[src/rtl/mollusc_mem_pkg.sv]
// Shared types and defaults for the mollusc memory arbiter.
// Holds the FSM state and owner encodings plus the starvation-limit default.
package mollusc_mem_pkg;

    typedef enum logic {
        ST_IDLE = 1'b0,
        ST_BUSY = 1'b1
    } state_t;

    typedef enum logic {
        OWN_IF = 1'b0,
        OWN_D  = 1'b1
    } owner_t;

    localparam int DEF_STARVE_MAX = 4;

    // Counter width able to hold 0..max inclusive.
    function automatic int cnt_width(input int max);
        return (max < 1) ? 1 : $clog2(max + 1);
    endfunction

endpackage

[src/rtl/mem_arb_pick.sv]
// Combinational winner selection between fetch and data requests.
// Data wins unless MEM_ARB_FAIRNESS_EN is defined and fetch has waited STARVE_MAX grants.
module mem_arb_pick
    import mollusc_mem_pkg::*;
#(
    parameter int STARVE_MAX = DEF_STARVE_MAX
) (
    input  logic                                i_window,
    input  logic                                i_if_req,
    input  logic                                i_d_req,
    input  logic [cnt_width(STARVE_MAX)-1:0]    i_starve_cnt,
    output logic                                o_if_gnt,
    output logic                                o_d_gnt
);

    localparam int CNT_W = cnt_width(STARVE_MAX);

    logic w_if_first;

`ifdef MEM_ARB_FAIRNESS_EN
    assign w_if_first = (i_starve_cnt == CNT_W'(STARVE_MAX));
`else
    logic w_unused_cnt;
    assign w_unused_cnt = ^i_starve_cnt;
    assign w_if_first   = 1'b0;
`endif

    assign o_d_gnt  = i_window && i_d_req && !(i_if_req && w_if_first);
    assign o_if_gnt = i_window && i_if_req && !o_d_gnt;

endmodule

[src/rtl/mem_arbiter.sv]
// Single-port memory arbiter between instruction fetch and the data path.
// Define MEM_ARB_FAIRNESS_EN to compile in the fetch anti-starvation counter.
module mem_arbiter
    import mollusc_mem_pkg::*;
#(
    parameter int ADDR_W     = 32,
    parameter int DATA_W     = 32,
    parameter int STARVE_MAX = DEF_STARVE_MAX
) (
    input  logic              clk,
    input  logic              rst_n,
    input  logic              if_req,
    input  logic [ADDR_W-1:0] if_addr,
    output logic              if_gnt,
    output logic              if_rvalid,
    output logic [DATA_W-1:0] if_rdata,
    input  logic              d_req,
    input  logic [ADDR_W-1:0] d_addr,
    input  logic [DATA_W-1:0] d_wdata,
    input  logic              d_write,
    output logic              d_gnt,
    output logic              d_rvalid,
    output logic [DATA_W-1:0] d_rdata,
    output logic              m_req,
    output logic [ADDR_W-1:0] m_addr,
    output logic [DATA_W-1:0] m_wdata,
    output logic              m_write,
    input  logic              m_ack,
    input  logic [DATA_W-1:0] m_rdata
);

    localparam int CNT_W = cnt_width(STARVE_MAX);

    state_t           r_state;
    owner_t           r_owner;
    logic             w_ack;
    logic             w_window;
    logic             w_accept;
    logic [CNT_W-1:0] w_starve_cnt;

    assign w_ack    = (r_state == ST_BUSY) && m_ack;
    assign w_window = rst_n && ((r_state == ST_IDLE) || w_ack);
    assign w_accept = if_gnt || d_gnt;

    mem_arb_pick #(
        .STARVE_MAX (STARVE_MAX)
    ) u_pick (
        .i_window     (w_window),
        .i_if_req     (if_req),
        .i_d_req      (d_req),
        .i_starve_cnt (w_starve_cnt),
        .o_if_gnt     (if_gnt),
        .o_d_gnt      (d_gnt)
    );

`ifdef MEM_ARB_FAIRNESS_EN
    logic [CNT_W-1:0] r_starve_cnt;

    always_ff @(posedge clk) begin
        if (!rst_n) begin
            r_starve_cnt <= '0;
        end else if (!if_req || if_gnt) begin
            r_starve_cnt <= '0;
        end else if (d_gnt && (r_starve_cnt != CNT_W'(STARVE_MAX))) begin
            r_starve_cnt <= r_starve_cnt + CNT_W'(1);
        end
    end

    assign w_starve_cnt = r_starve_cnt;
`else
    assign w_starve_cnt = '0;
`endif

    // A grant in the ack cycle reloads the port directly, so m_req never drops between transactions.
    always_ff @(posedge clk) begin
        if (!rst_n) begin
            r_state   <= ST_IDLE;
            r_owner   <= OWN_IF;
            m_req     <= 1'b0;
            m_addr    <= '0;
            m_wdata   <= '0;
            m_write   <= 1'b0;
            if_rvalid <= 1'b0;
            if_rdata  <= '0;
            d_rvalid  <= 1'b0;
            d_rdata   <= '0;
        end else begin
            if (w_accept) begin
                r_state <= ST_BUSY;
                r_owner <= d_gnt ? OWN_D : OWN_IF;
                m_req   <= 1'b1;
                m_addr  <= d_gnt ? d_addr : if_addr;
                m_wdata <= d_gnt ? d_wdata : '0;
                m_write <= d_gnt && d_write;
            end else if (w_ack) begin
                r_state <= ST_IDLE;
                m_req   <= 1'b0;
            end
            if_rvalid <= w_ack && (r_owner == OWN_IF);
            d_rvalid  <= w_ack && (r_owner == OWN_D);
            if (w_ack && (r_owner == OWN_IF)) begin
                if_rdata <= m_rdata;
            end
            if (w_ack && (r_owner == OWN_D)) begin
                d_rdata <= m_rdata;
            end
        end
    end

`ifndef SYNTHESIS
    a_ack_idle : assert property (@(posedge clk) disable iff (!rst_n)
        m_ack |-> (r_state == ST_BUSY))
        else $error("m_ack received while idle; ignored");
`endif

endmodule

[config.mk]
export PLATFORM = sky130hd
export DESIGN_NAME = mem_arbiter
export DESIGN_NICKNAME = d
export VERILOG_FILES = /design/src/rtl/mollusc_mem_pkg.sv /design/src/rtl/mem_arb_pick.sv /design/src/rtl/mem_arbiter.sv
export SDC_FILE = /design/constraint.sdc
export NUM_CORES = 1
export LEC_CHECK = 0
export CORE_MARGIN = 1.5
export CORE_UTILIZATION = 25
export DETAILED_ROUTE_END_ITERATION = 8
export SYNTH_ARGS = -nofsm -noshare
export SYNTH_HDL_FRONTEND = slang
export SYNTH_SLANG_ARGS = --single-unit
[constraint.sdc]
create_clock -name clk -period 1.89 [get_ports clk]
set_clock_uncertainty 0.15 [all_clocks]
set_input_delay 0.378 -clock clk [delete_from_list [all_inputs] [get_ports clk]]
set_output_delay 0.378 -clock clk [all_outputs]
set_load 0.01 [all_outputs]
==> summary.txt <==
Status
  – Outcome: finished with violations
  – Failing checks: negative setup slack

GRT
  – GRT Util Overall: between 10% and 20%
  – Vias in the first global route: between 4000 and 5000
  – First-pass GRT wire length: 25300 um
  – Total gr overflow: 0
  – Largest net degree at the start of global routing: 69
  – Initial antenna violation count: 2

Place
  – GPL Wtd Cong: approximately 0.7
  – Placement Cell Area: 7930 um2
  – Cell Count Post-Placement: 1026
  – Port bufs: between 200 and 300
  – Dpl ws: -0.658 ns
  – Post-DP HPWL: 11000 um

Power and ir drop
  – Peak supply drop: ~0.00048 V
  – Cell Pwr Density: around 870 nW/um2
  – Leakage power: about 3.3 nW

Synthesis
  – Post-synthesis cell area: slightly below 5000 um2
  – #FFs+latches synth: roughly 130
  – Post-synth EDFFs: 0
  – Syn Area/Cell: approximately 9.4 um2
  – Synth unique cells: 22
  – Syn_nets: 660
  – Syn Inst Count: 526
  – Largest cells by area after synthesis: dfxtp_1, nand2_1, o2111a_1
  – Area leader, netlist: dfxtp_1
  – Top cell type's share of synthesized area: a little over half
  – Ys flop type: dfxtp_1
  – Sequential element share of the synthesized area: between 50% and 60%
  – Asr flop ratio synth: 0%
  – Synth warnings: 0

Floorplanning
  – Die height: 143 um
  – Die area: 20600 um2
  – Initial Util: between 20% and 30%
  – IO Count: 268
  – Row cnt: just over 50
  – Core area: 19400 um2
  – Die W: 143 um

Cells and area
  – Share of layout cells above drive strength 1: 7.82%
  – Final Net Count: 914
  – Final Core Density: approximately 44%
  – Finished Cell Area: 8580 um2
  – Area Growth Syn to Fin: 74.1%
  – Layout Cells excl Fill: roughly 1100

Routing
  – DR pass1 iterations: 6
  – DRT iter0 DRCs: 181
  – Routed Antenna Nets: 0
  – Via density: 4.46
  – DRC: 0
  – Routed WL: 16900 um
  – Routed len/inst: 15.9 um
  – Total number of vias: ~4700

Clocking
  – CTS sink count: 133
  – CTS tree: built
  – Worst-path clk slew: 0.06 ns
  – Num CTS Buffers: 17
  – Root Buffer: clkbuf_16
  – Clk_lat worst skew: 0.41 ns
  – Largest buffer count on any clock path: 2
  – H-tree level count: 4
  – Postcts setup bufs: 0

Timing
  – Fin crit share: 105%
  – Final setup margin: -0.0870 ns
  – Worst hold slack: 0.301 ns
  – Min cycle time layout: 1.98 ns
  – Pins Over Slew Limit: 0
  – Final hold vios: 0
  – Worst-margin pin slew: 0.779 ns
  – RSZ-0062 raised after global routing: true
  – Final setup fails: 1
  – Maximum clock rate: about 0.5 GHz
  – Relative slew slack: about half

Critical path
  – Cell family with most CP delay: buffers and inverters
  – Startpoint class of the critical path: input port
  – Max incr delay on CP: around 0.43 ns
  – Crit path kind: in2out
  – CP max-delay cell: clkdlybuf4s50_1
  – CP bufs+invs: 2
  – Worst setup EP type: output port
  – Crit path arrival time: approximately 1.5 ns
  – CP Cell Sequence: clkdlybuf4s50_1, or3_4, nor2_4, buf_6
  – CP required: around 1.4 ns
  – Crit-path max FO: 2

Min path
  – Hold Crit Class: reg2reg

Flow run
  – Total of max-cap violations: 0
-- logic make-up after synthesis --
kind of cell | synth area share (%)
and+or+nand+nor | 16.2
AOI/OAI and AO/OA | 24.9
DFF | 54.0
buffers and inverters | 4.85
-- cells in the mapped netlist (2+ instances only) --
cell type    n
a21oi_1     67
a22o_1      33
and3_1       2
buf_2        8
buf_6        4
clkbuf_1    39
dfxtp_1    133
nand2_1    129
nand3b_1    32
nor2_1       6
nor2b_1      2
o2111a_1    31
o21bai_1    31
-- cell type report --
| class | instances | area [um2] |
|---|---|---|
| clock buffers | 19 | 453 |
| multi-input cells | 340 | 2060 |
| fillers | 1929 | 10800 |
| flip-flops and latches | 133 | 2660 |
| clock inverters | 13 | 146 |
| diodes | 1 | 2.50 |
| well taps | 265 | 332 |
| repair buffers | 286 | 2920 |
| inverters | 2 | 7.51 |
-- placed cells by master, fill, tap and decap left out, types with 4 or more instances in the layout --
| cell type | instances |
|---|---|
| buf_4 | 13 |
| dfxtp_1 | 132 |
| clkbuf_16 | 17 |
| a22o_1 | 33 |
| nand3b_1 | 32 |
| nand2_1 | 129 |
| buf_12 | 6 |
| o2111a_1 | 31 |
| inv_6 | 4 |
| dlygate4sd2_1 | 4 |
| clkdlybuf4s50_1 | 247 |
| a21oi_1 | 67 |
| o21bai_1 | 31 |
| clkinvlp_4 | 4 |
| nor2_1 | 4 |
| dlymetal6s2s_1 | 14 |
-- layer usage --
| layer | part of all wire (%) | global-route usage (%) | routed length, um |
|---|---|---|---|
| met4 | 1.9 | 5.26 | 329 |
| met5 | 0.071 | 0 | 12 |
| met2 | 47 | 26.2 | 7930 |
| met3 | 6.2 | 5.06 | 1040 |
| met1 | 45 | 19.6 | 7580 |
-- per-stage QoR --
step | power [mW] | TNS, ns
after floorplan | 3.51 | 0
after global placement | 4.22 | -33.50
after detailed placement | 4.22 | -32.88
after CTS | 7.64 | -0.132
after global routing | 7.85 | -0.175
final | 7.51 | -0.0870
-- path summary, 6_finish.rpt --
check	cells past startpoint	slack, ns	endpoint	from
hold reg to reg	2	0.30	if_rdata[10]	if_rdata[10]
setup / recovery	4	-0.09	if_gnt	d_req
setup reg to reg	5	0.26	m_wdata[3]	r_state
hold / removal	2	0.30	if_rdata[10]	if_rdata[10]
-- power breakdown --
| group | internal (mW) | leakage [nW] | total (mW) | switching, mW |
|---|---|---|---|---|
| clock network | 2.03 | 0.285 | 3.36 | 1.33 |
| registers | 2.95 | 1.09 | 3.02 | 0.0702 |
| logic | 0.678 | 1.93 | 1.13 | 0.449 |
| total | 5.66 | 3.31 | 7.51 | 1.85 |
-- state kept, by name (all words and copies together) (netlist names) --
signal and count:
r_owner 1, if_rdata 32, m_wdata 32, d_rdata 32
m_write 1, if_rvalid 1, r_state 1, m_addr 32
d_rvalid 1
-- what timing repair did --
item	CTS	global route
pin swaps	3	1
hold buffers	0	0
resized for setup	22	14
endpoints found under the setup margin	4	16
-- worst reg2reg max path, delay by kind of cell (launching register included) --
family / cells / cell delay, ns
and+or+nand+nor: 1 / 0.14
AOI/OAI and AO/OA: 2 / 0.40
DFF: 1 / 0.33
buffers and inverters: 2 / 0.57
(Power assumes the default switching activity.)
